### src/rtl/pipe_pkg.sv
// Shared EX->MEM pipeline types and default widths.
// Payload packing order is fixed here: {alu_result, store_data, rd, ctrl}.
package pipe_pkg;

    localparam int XLEN_DEF = 32;
    localparam int RD_W_DEF = 5;

    typedef struct packed {
        logic mem_read;
        logic mem_write;
        logic mem_to_reg;
        logic reg_write;
    } ex_mem_ctrl_t;

    typedef struct packed {
        logic [XLEN_DEF-1:0] alu_result;
        logic [XLEN_DEF-1:0] store_data;
        logic [RD_W_DEF-1:0] rd;
        logic                mem_read;
        logic                mem_write;
        logic                mem_to_reg;
        logic                reg_write;
    } ex_mem_payload_t;

    function automatic int payload_w(input int xlen, input int rd_w);
        return 2 * xlen + rd_w + $bits(ex_mem_ctrl_t);
    endfunction

endpackage

### src/rtl/sync_fifo.sv
// Generic in-order FIFO with flush; push lands at the head one cycle later.
// Latency 1; a push while full is dropped even if a pop occurs that cycle.
module sync_fifo #(
    parameter int WIDTH = 8,
    parameter int DEPTH = 2
) (
    input  logic                         clk_i,
    input  logic                         rst_ni,
    input  logic                         push_i,
    input  logic                         pop_i,
    input  logic                         flush_i,
    input  logic [WIDTH-1:0]             wdata_i,
    output logic [WIDTH-1:0]             rdata_o,
    output logic [$clog2(DEPTH+1)-1:0]   count_o
);

    localparam int PW = $clog2(DEPTH);
    localparam int CW = $clog2(DEPTH+1);

    logic [WIDTH-1:0] mem_q [DEPTH];
    logic [PW-1:0]    wr_ptr_q, wr_ptr_d;
    logic [PW-1:0]    rd_ptr_q, rd_ptr_d;
    logic [CW-1:0]    count_q, count_d;
    logic             do_push, do_pop;

    assign do_push = push_i & (count_q != CW'(DEPTH)) & ~flush_i;
    assign do_pop  = pop_i & (count_q != '0);

    always_comb begin
        wr_ptr_d = wr_ptr_q;
        rd_ptr_d = rd_ptr_q;
        count_d  = count_q;
        if (flush_i) begin
            wr_ptr_d = '0;
            rd_ptr_d = '0;
            count_d  = '0;
        end else begin
            if (do_push) wr_ptr_d = wr_ptr_q + 1'b1;
            if (do_pop)  rd_ptr_d = rd_ptr_q + 1'b1;
            case ({do_push, do_pop})
                2'b10:   count_d = count_q + 1'b1;
                2'b01:   count_d = count_q - 1'b1;
                default: count_d = count_q;
            endcase
        end
    end

    always_ff @(posedge clk_i or negedge rst_ni) begin
        if (!rst_ni) begin
            wr_ptr_q <= '0;
            rd_ptr_q <= '0;
            count_q  <= '0;
            for (int i = 0; i < DEPTH; i++) mem_q[i] <= '0;
        end else begin
            wr_ptr_q <= wr_ptr_d;
            rd_ptr_q <= rd_ptr_d;
            count_q  <= count_d;
            if (do_push) mem_q[wr_ptr_q] <= wdata_i;
        end
    end

    assign rdata_o = mem_q[rd_ptr_q];
    assign count_o = count_q;

endmodule

### src/rtl/ex_mem_stage_buf.sv
// EX->MEM stage queue with branch-redirect capture and full flush; latency 1.
// in_ready is decoded from the registered count only, so MEM stall never loops back combinationally.
module ex_mem_stage_buf
    import pipe_pkg::*;
#(
    parameter int XLEN  = XLEN_DEF,
    parameter int RD_W  = RD_W_DEF,
    parameter int DEPTH = 2
) (
    input  logic                        clk,
    input  logic                        reset,
    input  logic                        in_valid,
    output logic                        in_ready,
    input  logic [XLEN-1:0]             in_alu_result,
    input  logic [XLEN-1:0]             in_store_data,
    input  logic [RD_W-1:0]             in_rd,
    input  logic                        in_mem_read,
    input  logic                        in_mem_write,
    input  logic                        in_mem_to_reg,
    input  logic                        in_reg_write,
    input  logic                        in_branch,
    input  logic [XLEN-1:0]             in_pc,
    input  logic                        flush_all,
    output logic                        out_valid,
    input  logic                        out_ready,
    output logic [XLEN-1:0]             out_alu_result,
    output logic [XLEN-1:0]             out_store_data,
    output logic [RD_W-1:0]             out_rd,
    output logic                        out_mem_read,
    output logic                        out_mem_write,
    output logic                        out_mem_to_reg,
    output logic                        out_reg_write,
    output logic                        redirect_valid,
    output logic [XLEN-1:0]             redirect_pc,
    output logic [$clog2(DEPTH+1)-1:0]  occupancy
);

    localparam int PLW = payload_w(XLEN, RD_W);
    localparam int OW  = $clog2(DEPTH+1);

    ex_mem_ctrl_t    in_ctrl, head_ctrl;
    logic [PLW-1:0]  wdata, rdata;
    logic [OW-1:0]   count;
    logic            accept, push, pop, br_take;
    logic            redir_vld_q, redir_vld_d;
    logic [XLEN-1:0] redir_pc_q, redir_pc_d;

    assign in_ready = (count != OW'(DEPTH));
    assign accept   = in_valid & in_ready & ~flush_all;
    // Branches never occupy a slot: MEM must not see their control bits.
    assign push     = accept & ~in_branch;
    assign br_take  = accept & in_branch;
    assign pop      = out_valid & out_ready;

    assign in_ctrl = '{mem_read:   in_mem_read,
                       mem_write:  in_mem_write,
                       mem_to_reg: in_mem_to_reg,
                       reg_write:  in_reg_write};
    assign wdata   = {in_alu_result, in_store_data, in_rd, in_ctrl};

    sync_fifo #(
        .WIDTH (PLW),
        .DEPTH (DEPTH)
    ) u_fifo (
        .clk_i   (clk),
        .rst_ni  (reset),
        .push_i  (push),
        .pop_i   (pop),
        .flush_i (flush_all),
        .wdata_i (wdata),
        .rdata_o (rdata),
        .count_o (count)
    );

    assign {out_alu_result, out_store_data, out_rd, head_ctrl} = rdata;
    assign out_valid      = (count != '0);
    assign out_mem_read   = out_valid & head_ctrl.mem_read;
    assign out_mem_write  = out_valid & head_ctrl.mem_write;
    assign out_mem_to_reg = out_valid & head_ctrl.mem_to_reg;
    assign out_reg_write  = out_valid & head_ctrl.reg_write;
    assign occupancy      = count;

    always_comb begin
        redir_vld_d = br_take;
        redir_pc_d  = br_take ? in_pc : redir_pc_q;
    end

    always_ff @(posedge clk or negedge reset) begin
        if (!reset) begin
            redir_vld_q <= 1'b0;
            redir_pc_q  <= '0;
        end else begin
            redir_vld_q <= redir_vld_d;
            redir_pc_q  <= redir_pc_d;
        end
    end

    assign redirect_valid = redir_vld_q;
    assign redirect_pc    = redir_pc_q;

endmodule
### config.mk
export PLATFORM = sky130hd
export DESIGN_NAME = ex_mem_stage_buf
export DESIGN_NICKNAME = d
export VERILOG_FILES = /design/src/rtl/pipe_pkg.sv /design/src/rtl/sync_fifo.sv /design/src/rtl/ex_mem_stage_buf.sv
export SDC_FILE = /design/constraint.sdc
export NUM_CORES = 1
export LEC_CHECK = 0
export CAP_MARGIN = 20
export CORE_MARGIN = 2
export CORE_UTILIZATION = 45
export DETAILED_ROUTE_END_ITERATION = 10
export PLACE_DENSITY = 0.76
export SYNTH_ARGS = -nofsm -noshare
export SYNTH_HDL_FRONTEND = slang
export SYNTH_SLANG_ARGS = --single-unit
export TNS_END_PERCENT = 30
### constraint.sdc
create_clock -name clk -period 3 [get_ports clk]
set_input_delay 0.6 -clock clk [delete_from_list [all_inputs] [get_ports clk]]
set_output_delay 0.6 -clock clk [all_outputs]
set_load 0.05 [all_outputs]
==> impl_metrics.yaml, run 1 <==
detailed_routing:
  first_iter_violations: 142
  wl_per_cell_um: 18.8
  via_count: 4933
  vias_per_cell: 5.17
  drt.antenna.violating_nets: 0
  drcViolationCount: 0
  drt_wl_total_mm: 17.9
  first_pass_iters: 4
layout:
  layout_common_cells: "clkdlybuf4s50_1 (215), dfrtp_1 (182), mux2_2 (161)"
  nFillCells: 1229
  final_area_um2: 11100
  syn_to_final_growth_pct: 38.3
  fin_util_pct: 63.9
  drive_above_1_share_pct: 38.8
  nets: 828
  final_common_cell: "clkdlybuf4s50_1"
sta:
  maxSlewHeadroom_pct: 53.2
  slew_violations: 0
  grt_setup_unrepaired: "false"
  skew_ns: 0.00452
  min_period_ns: 2.89
  fmax_mhz: 346
  setup_violations: 0
  post-route-period-util_pct: 96.2
  max_slew.worst_pin.slew_ns: 0.702
  fin_ws_ns: 0.114
  finalHoldViolCount: 0
  tns_ns: 0
floorplan:
  core.rowCount: 48
  boundaryPins: 221
  core_um2: 17400
  dieWidth_um: 137
  start_util_pct: 46.2
  fp.dieH_um: 137
  die_area_um2: 18900
grt:
  grt_max_degree: 73
  antenna_found_initial: 0
  grt_pass1_wl_mm: 28.4
  grt_pass1_vias: 5477
  grt_usage_pct: 19.7
  overflow: 0
placed_design:
  numPortBuffers: 220
  dpl.hpwl_mm: 12.4
  dp_slack_ns: 0.326
  place_congestion: 0.822
  place_area_um2: 10500
synthesis:
  ys_seq_area_share_pct: 57.1
  synth-seq-cells: 183
  syn_inst: 490
  yosys_warnings: 0
  syn-cell-area_um2: 8020
  synth.net_count: 601
  avgSynthCellArea_um2: 16.4
  yosysUniqueCellTypes: 28
clocking:
  cts_tree: "yes"
  cts_resized: 0
  cts.sinks: 183
  postCtsSetupBuffers: 0
  clk_latency_ns: 0.43
  clk_pin_slew_ns: 0.07
  ctsLongestPathBuffers: 2
  cts_buffers: 17
  cts_hold_buf: 0
  htreeDepth: 4
  cts_root_buf: "clkbuf_16"
worst_setup_path:
  ff2ff_path_depth: 5
  critPathMaxFanout: 44
  arrival_ns: 2.29
  path_class: "flip-flop to output pin"
  endpoint_kind: "output pin"
  crit_required_ns: 2.40
  start_kind: "flip-flop"
pwr:
  internal_power_w: 0.00563
  p_clk_share_pct: 25.4
  p_switching_w: 0.00290
  p_sw_share_pct: 34.0
  ir_worst_vdd_v: 0.000479
  comb_power_share_pct: 35.8
  seqPwrFrac_pct: 38.8
  leakage_nw: 4.73
  finalPower_w: 0.00853
  cellPowerDensity_nw_per_um2: 770
run_status:
  outcome: "finished clean"
run:
  cap_violations: 0
min_path:
  hp-class: "input pin to asynchronous set/reset pin"
[power by group through the flow]
| stage | sequential [W] | combinational [W] | clock [W] |
|---|---|---|---|
| finish | 0.00331 | 0.00305 | 0.00217 |
| global route | 0.00338 | 0.00320 | 0.00232 |
| CTS | 0.00331 | 0.00308 | 0.00222 |
| detailed placement | 0.00334 | 0.00307 | 0 |
| global placement | 0.00331 | 0.00302 | 0 |
| floorplan | 0.00355 | 0.00182 | 0 |
[per-layer routing]
layer | track usage [%] | share of wire, % | up-vias
met5 | 0 | 0 | -
met4 | 6.70 | 1.7 | 0
met3 | 7.36 | 9.4 | 19
met2 | 30.9 | 46 | 179
met1 | 25.2 | 43 | 2524
li1 | - | - | 2211
[synthesized netlist by cell type]
cell type  instances  area [µm²]
mux2_2           161        1810
o2111ai_1          1        8.76
and4b_1            1        10.0
o21bai_1           1        7.51
nand2b_1           1        6.26
nor2b_1            1        6.26
or3_1              1        6.26
nand3b_1           1        7.51
o31ai_1            1        7.51
a31oi_1            1        6.26
buf_6              8        90.1
mux2_4            70        1050
nor4bb_1           1        10.0
o21ai_0            2        10.0
mux2i_1            4        40.0
inv_1              3        11.3
clkbuf_1           2        7.51
inv_2              1        3.75
dfrtp_1          183        4580
nand3_1            1        5.00
nor2_1             8        30.0
buf_2             16        80.1
nand3_2            1        10.0
nand2_1            1        3.75
xor2_1             1        8.76
a21oi_1            1        5.00
mux2_1            16         180
nor2b_4            1        13.8
[through the flow]
step	instances	hold WS, ns
floorplan	490	0.304
global placement	923	0.461
detailed placement	923	0.474
CTS	954	0.208
global route	954	0.222
finish	955	0.180
[cell families (layout without fill, tap and decap cells)]
| logic type | count (synthesis) | in the layout | share of synthesized area [%] |
|---|---|---|---|
| buffers and inverters | 30 | 269 | 2.40 |
| flip-flops | 183 | 183 | 57.1 |
| AO/OA/AOI/OAI | 7 | 7 | 0.562 |
| multiplexers | 251 | 251 | 38.5 |
| AND/OR/NAND/NOR | 18 | 18 | 1.36 |
| other | 0 | 1 | 0 |
| XOR/XNOR | 1 | 1 | 0.109 |
[final timing paths]
| kind | end | slack [ns] | from |
|---|---|---|---|
| max in group asynchronous | u_fifo.mem_q[131] | 1.98 | reset |
| setup reg to reg | u_fifo.mem_q[127] | 1.14 | u_fifo.count_o[1] |
| setup / recovery | out_alu_result[9] | 0.11 | u_fifo.rd_ptr_q |
| hold / removal | u_fifo.mem_q[37] | 0.18 | reset |
| hold reg to reg | u_fifo.mem_q[55] | 0.48 | u_fifo.mem_q[55] |
| min in group clk | u_fifo.mem_q[55] | 0.48 | u_fifo.mem_q[55] |
[final cells by class]
cell class | instances | area (µm²) | share of cell area (%)
inverters | 4 | 15.0 | 0.135
multi-input cells | 277 | 3260 | 29.4
diodes | 1 | 2.50 | 0.0226
well taps | 225 | 282 | 2.54
flip-flops and latches | 183 | 4580 | 41.3
repair buffers | 234 | 2390 | 21.5
clock buffers | 20 | 437 | 3.94
clock inverters | 11 | 126 | 1.14
[critical path, cell delays in order, from the launching register on]
cell	delay, ns
dfrtp_4	0.44
buf_12	0.25
mux2_2	0.37
clkdlybuf4s50_1	0.73
[registers in the layout (all words and copies together) (netlist names)]
signal and count:
redirect_pc 32, redirect_valid 1, u_fifo.count_o 2, u_fifo.mem_q 146
u_fifo.rd_ptr_q 1, u_fifo.wr_ptr_q 1
No activity file was read; power rests on OpenSTA's default activity.
==> inputs of run 2 (changes only) <==
--- a/config.mk
+++ b/config.mk
@@ -10,6 +10,7 @@
 export CORE_UTILIZATION = 45
 export DETAILED_ROUTE_END_ITERATION = 10
 export PLACE_DENSITY = 0.76
+export SLEW_MARGIN = 20
 export SYNTH_ARGS = -nofsm -noshare
 export SYNTH_HDL_FRONTEND = slang
 export SYNTH_SLANG_ARGS = --single-unit
==> results of run 2 <==
The final DEF is identical to that of run 1; final timing and power are the same.
==> inputs of run 3 (changes only) <==
--- a/config.mk
+++ b/config.mk
@@ -7,9 +7,9 @@
 export LEC_CHECK = 0
 export CAP_MARGIN = 20
 export CORE_MARGIN = 2
-export CORE_UTILIZATION = 45
+export CORE_UTILIZATION = 30
 export DETAILED_ROUTE_END_ITERATION = 10
-export PLACE_DENSITY = 0.76
+export GPL_TIMING_DRIVEN = 0
 export SLEW_MARGIN = 20
 export SYNTH_ARGS = -nofsm -noshare
 export SYNTH_HDL_FRONTEND = slang
==> impl_metrics.yaml, run 3 (same netlist as run 1, synthesis figures left out) <==
floorplan:
  core_um2: 26100
  core.rowCount: 59
  start_util_pct: 30.7
  boundaryPins: 221
  fp.dieH_um: 167
  dieWidth_um: 167
  die_area_um2: 28100
layout:
  nFillCells: 2392
  fin_util_pct: 42.9
  final_common_cell: "dfrtp_1"
  final_cells: 1081
  nets: 842
  largest_register_ffs: 146
  top_register: "u_fifo.mem_q"
  drive_above_1_share_pct: 39.9
  syn_to_final_growth_pct: 39.9
  layout_common_cells: "dfrtp_1 (183), mux2_2 (161), clkdlybuf4s50_1 (160)"
sta:
  max_slew.worst_pin.slew_ns: 0.568
  setup_violations: 0
  slew_violations: 0
  maxSlewHeadroom_pct: 62.0
  fmax_mhz: 352
  grt_setup_unrepaired: "false"
  min_period_ns: 2.84
  skew_ns: 0.0137
  finalHoldViolCount: 0
  post-route-period-util_pct: 94.7
run:
  cap_violations: 0
grt:
  grt_pass1_wl_mm: 31.9
  grt_max_degree: 81
  grt_pass1_vias: 5761
  antenna_found_initial: 0
  overflow: 0
  grt_usage_pct: 14.5
detailed_routing:
  met1Wirelength_mm: 7.95
  vias_per_cell: 4.52
  maxUsedRoutingLayer: "met4"
  first_iter_violations: 174
  met3WireLength_mm: 1.66
  drcViolationCount: 22
  drt.antenna.violating_nets: 0
  wl_met2_mm: 9.86
  drt_wl_total_mm: 19.7
  first_pass_iters: 7
  wl_per_cell_um: 18.3
  via_count: 4891
pwr:
  ir_worst_vdd_v: 0.000314
  cellPowerDensity_nw_per_um2: 752
  p_clk_share_pct: 26.0
  seqPwrFrac_pct: 39.3
  internal_power_w: 0.00540
  finalPower_w: 0.00843
  leakage_nw: 4.89
  comb_power_share_pct: 34.7
  p_sw_share_pct: 36.0
  p_switching_w: 0.00303
worst_setup_path:
  crit_required_ns: 2.40
  start_kind: "flip-flop"
  arrival_ns: 2.24
  path_class: "flip-flop to output pin"
  endpoint_kind: "output pin"
  critPathMaxFanout: 10
placed_design:
  dp_cells: 1047
  dpl.hpwl_mm: 14.1
  place_congestion: 0.742
  numPortBuffers: 220
run_status:
  outcome: "complete, but fails checks"
  violations: "design-rule violations"
min_path:
  hp-class: "input pin to asynchronous set/reset pin"
clocking:
  htreeDepth: 4
  cts.sinks: 183
  clk_latency_ns: 0.43
  ctsLongestPathBuffers: 2
  cts_tree: "yes"
  cts_root_buf: "clkbuf_16"
  clk_pin_slew_ns: 0.08
  cts_buffers: 17
  postCtsSetupBuffers: 0
## run 3: changes by cell type in the layout (fill, tap and decap cells not counted), moves of 2 or more
cell / delta
buf_2: +11
buf_6: +7
clkdlybuf4s15_2: +2
buf_16: +2
buf_4: -9
clkbuf_1: -3
clkinvlp_4: -2
dlygate4sd2_1: +57
clkdlybuf4s50_1: -55
inv_8: +4
clkbuf_4: +4
inv_6: +3
buf_12: -7
bufinv_16: -2
## run 3: power by group through the flow
stage | combinational [W] | clock [W] | sequential (W)
after global routing | 0.00308 | 0.00239 | 0.00338
after floorplan | 0.00182 | 0 | 0.00355
after global placement | 0.00303 | 0 | 0.00331
final | 0.00293 | 0.00219 | 0.00331
after CTS | 0.00297 | 0.00228 | 0.00331
after detailed placement | 0.00309 | 0 | 0.00335
## run 3: metrics by stage
stage | hold WS [ns] | instance area (µm²) | TNS (ns) | setup WS, ns
after CTS | 0.00824 | 11200 | 0 | 0.00561
final | 0.0191 | 11200 | 0 | 0.158
after floorplan | 0.304 | 8020 | 0 | 0.776
after global routing | 0.0100 | 11200 | 0 | 0.0126
after global placement | 0.463 | 10600 | -1088.85 | -5.94
after detailed placement | 0.478 | 10700 | -4.62 | -0.126
## run 3: worst paths after layout
check,cells after the start,slack (ns),start,to
max,4,0.16,u_fifo.rd_ptr_q,out_store_data[21]
min,1,0.02,reset,u_fifo.mem_q[58]
max reg2reg,5,1.07,u_fifo.count_o[1],redirect_pc[20]
min reg2reg,1,0.49,redirect_pc[16],redirect_pc[16]
max in group asynchronous,2,2.28,reset,u_fifo.mem_q[23]
min in group clk,1,0.49,redirect_pc[16],redirect_pc[16]
## run 3: layout make-up
class | instances | area [µm²] | share of cell area, %
Multi-Input combinational cell | 277 | 3250 | 28.9
Buffer | 26 | 195 | 1.74
Antenna cell | 2 | 5.00 | 0.0446
Timing Repair Buffer | 222 | 2190 | 19.5
Inverter | 4 | 15.0 | 0.134
Clock inverter | 14 | 126 | 1.13
Tap cell | 335 | 419 | 3.74
Sequential cell | 183 | 4580 | 40.8
Clock buffer | 18 | 439 | 3.91
## run 3: timing repair
action                     CTS  global route
setup endpoints to repair   73            40
hold endpoints to repair     0             0
hold buffers                 0             0
resized for setup           67             5
## run 3: layer usage
metal | vias to the layer above | track usage [%]
met5 | - | 0
li1 | 2227 | -
met4 | 0 | 4.12
met3 | 16 | 5.58
met1 | 2509 | 17.3
met2 | 139 | 24.6
## run 3: worst max-delay path, stage by stage (launching register included)
cell           delay (ns)
dfrtp_1              0.39
buf_2                0.32
clkbuf_4             0.31
mux2_2               0.36
dlygate4sd2_1        0.44
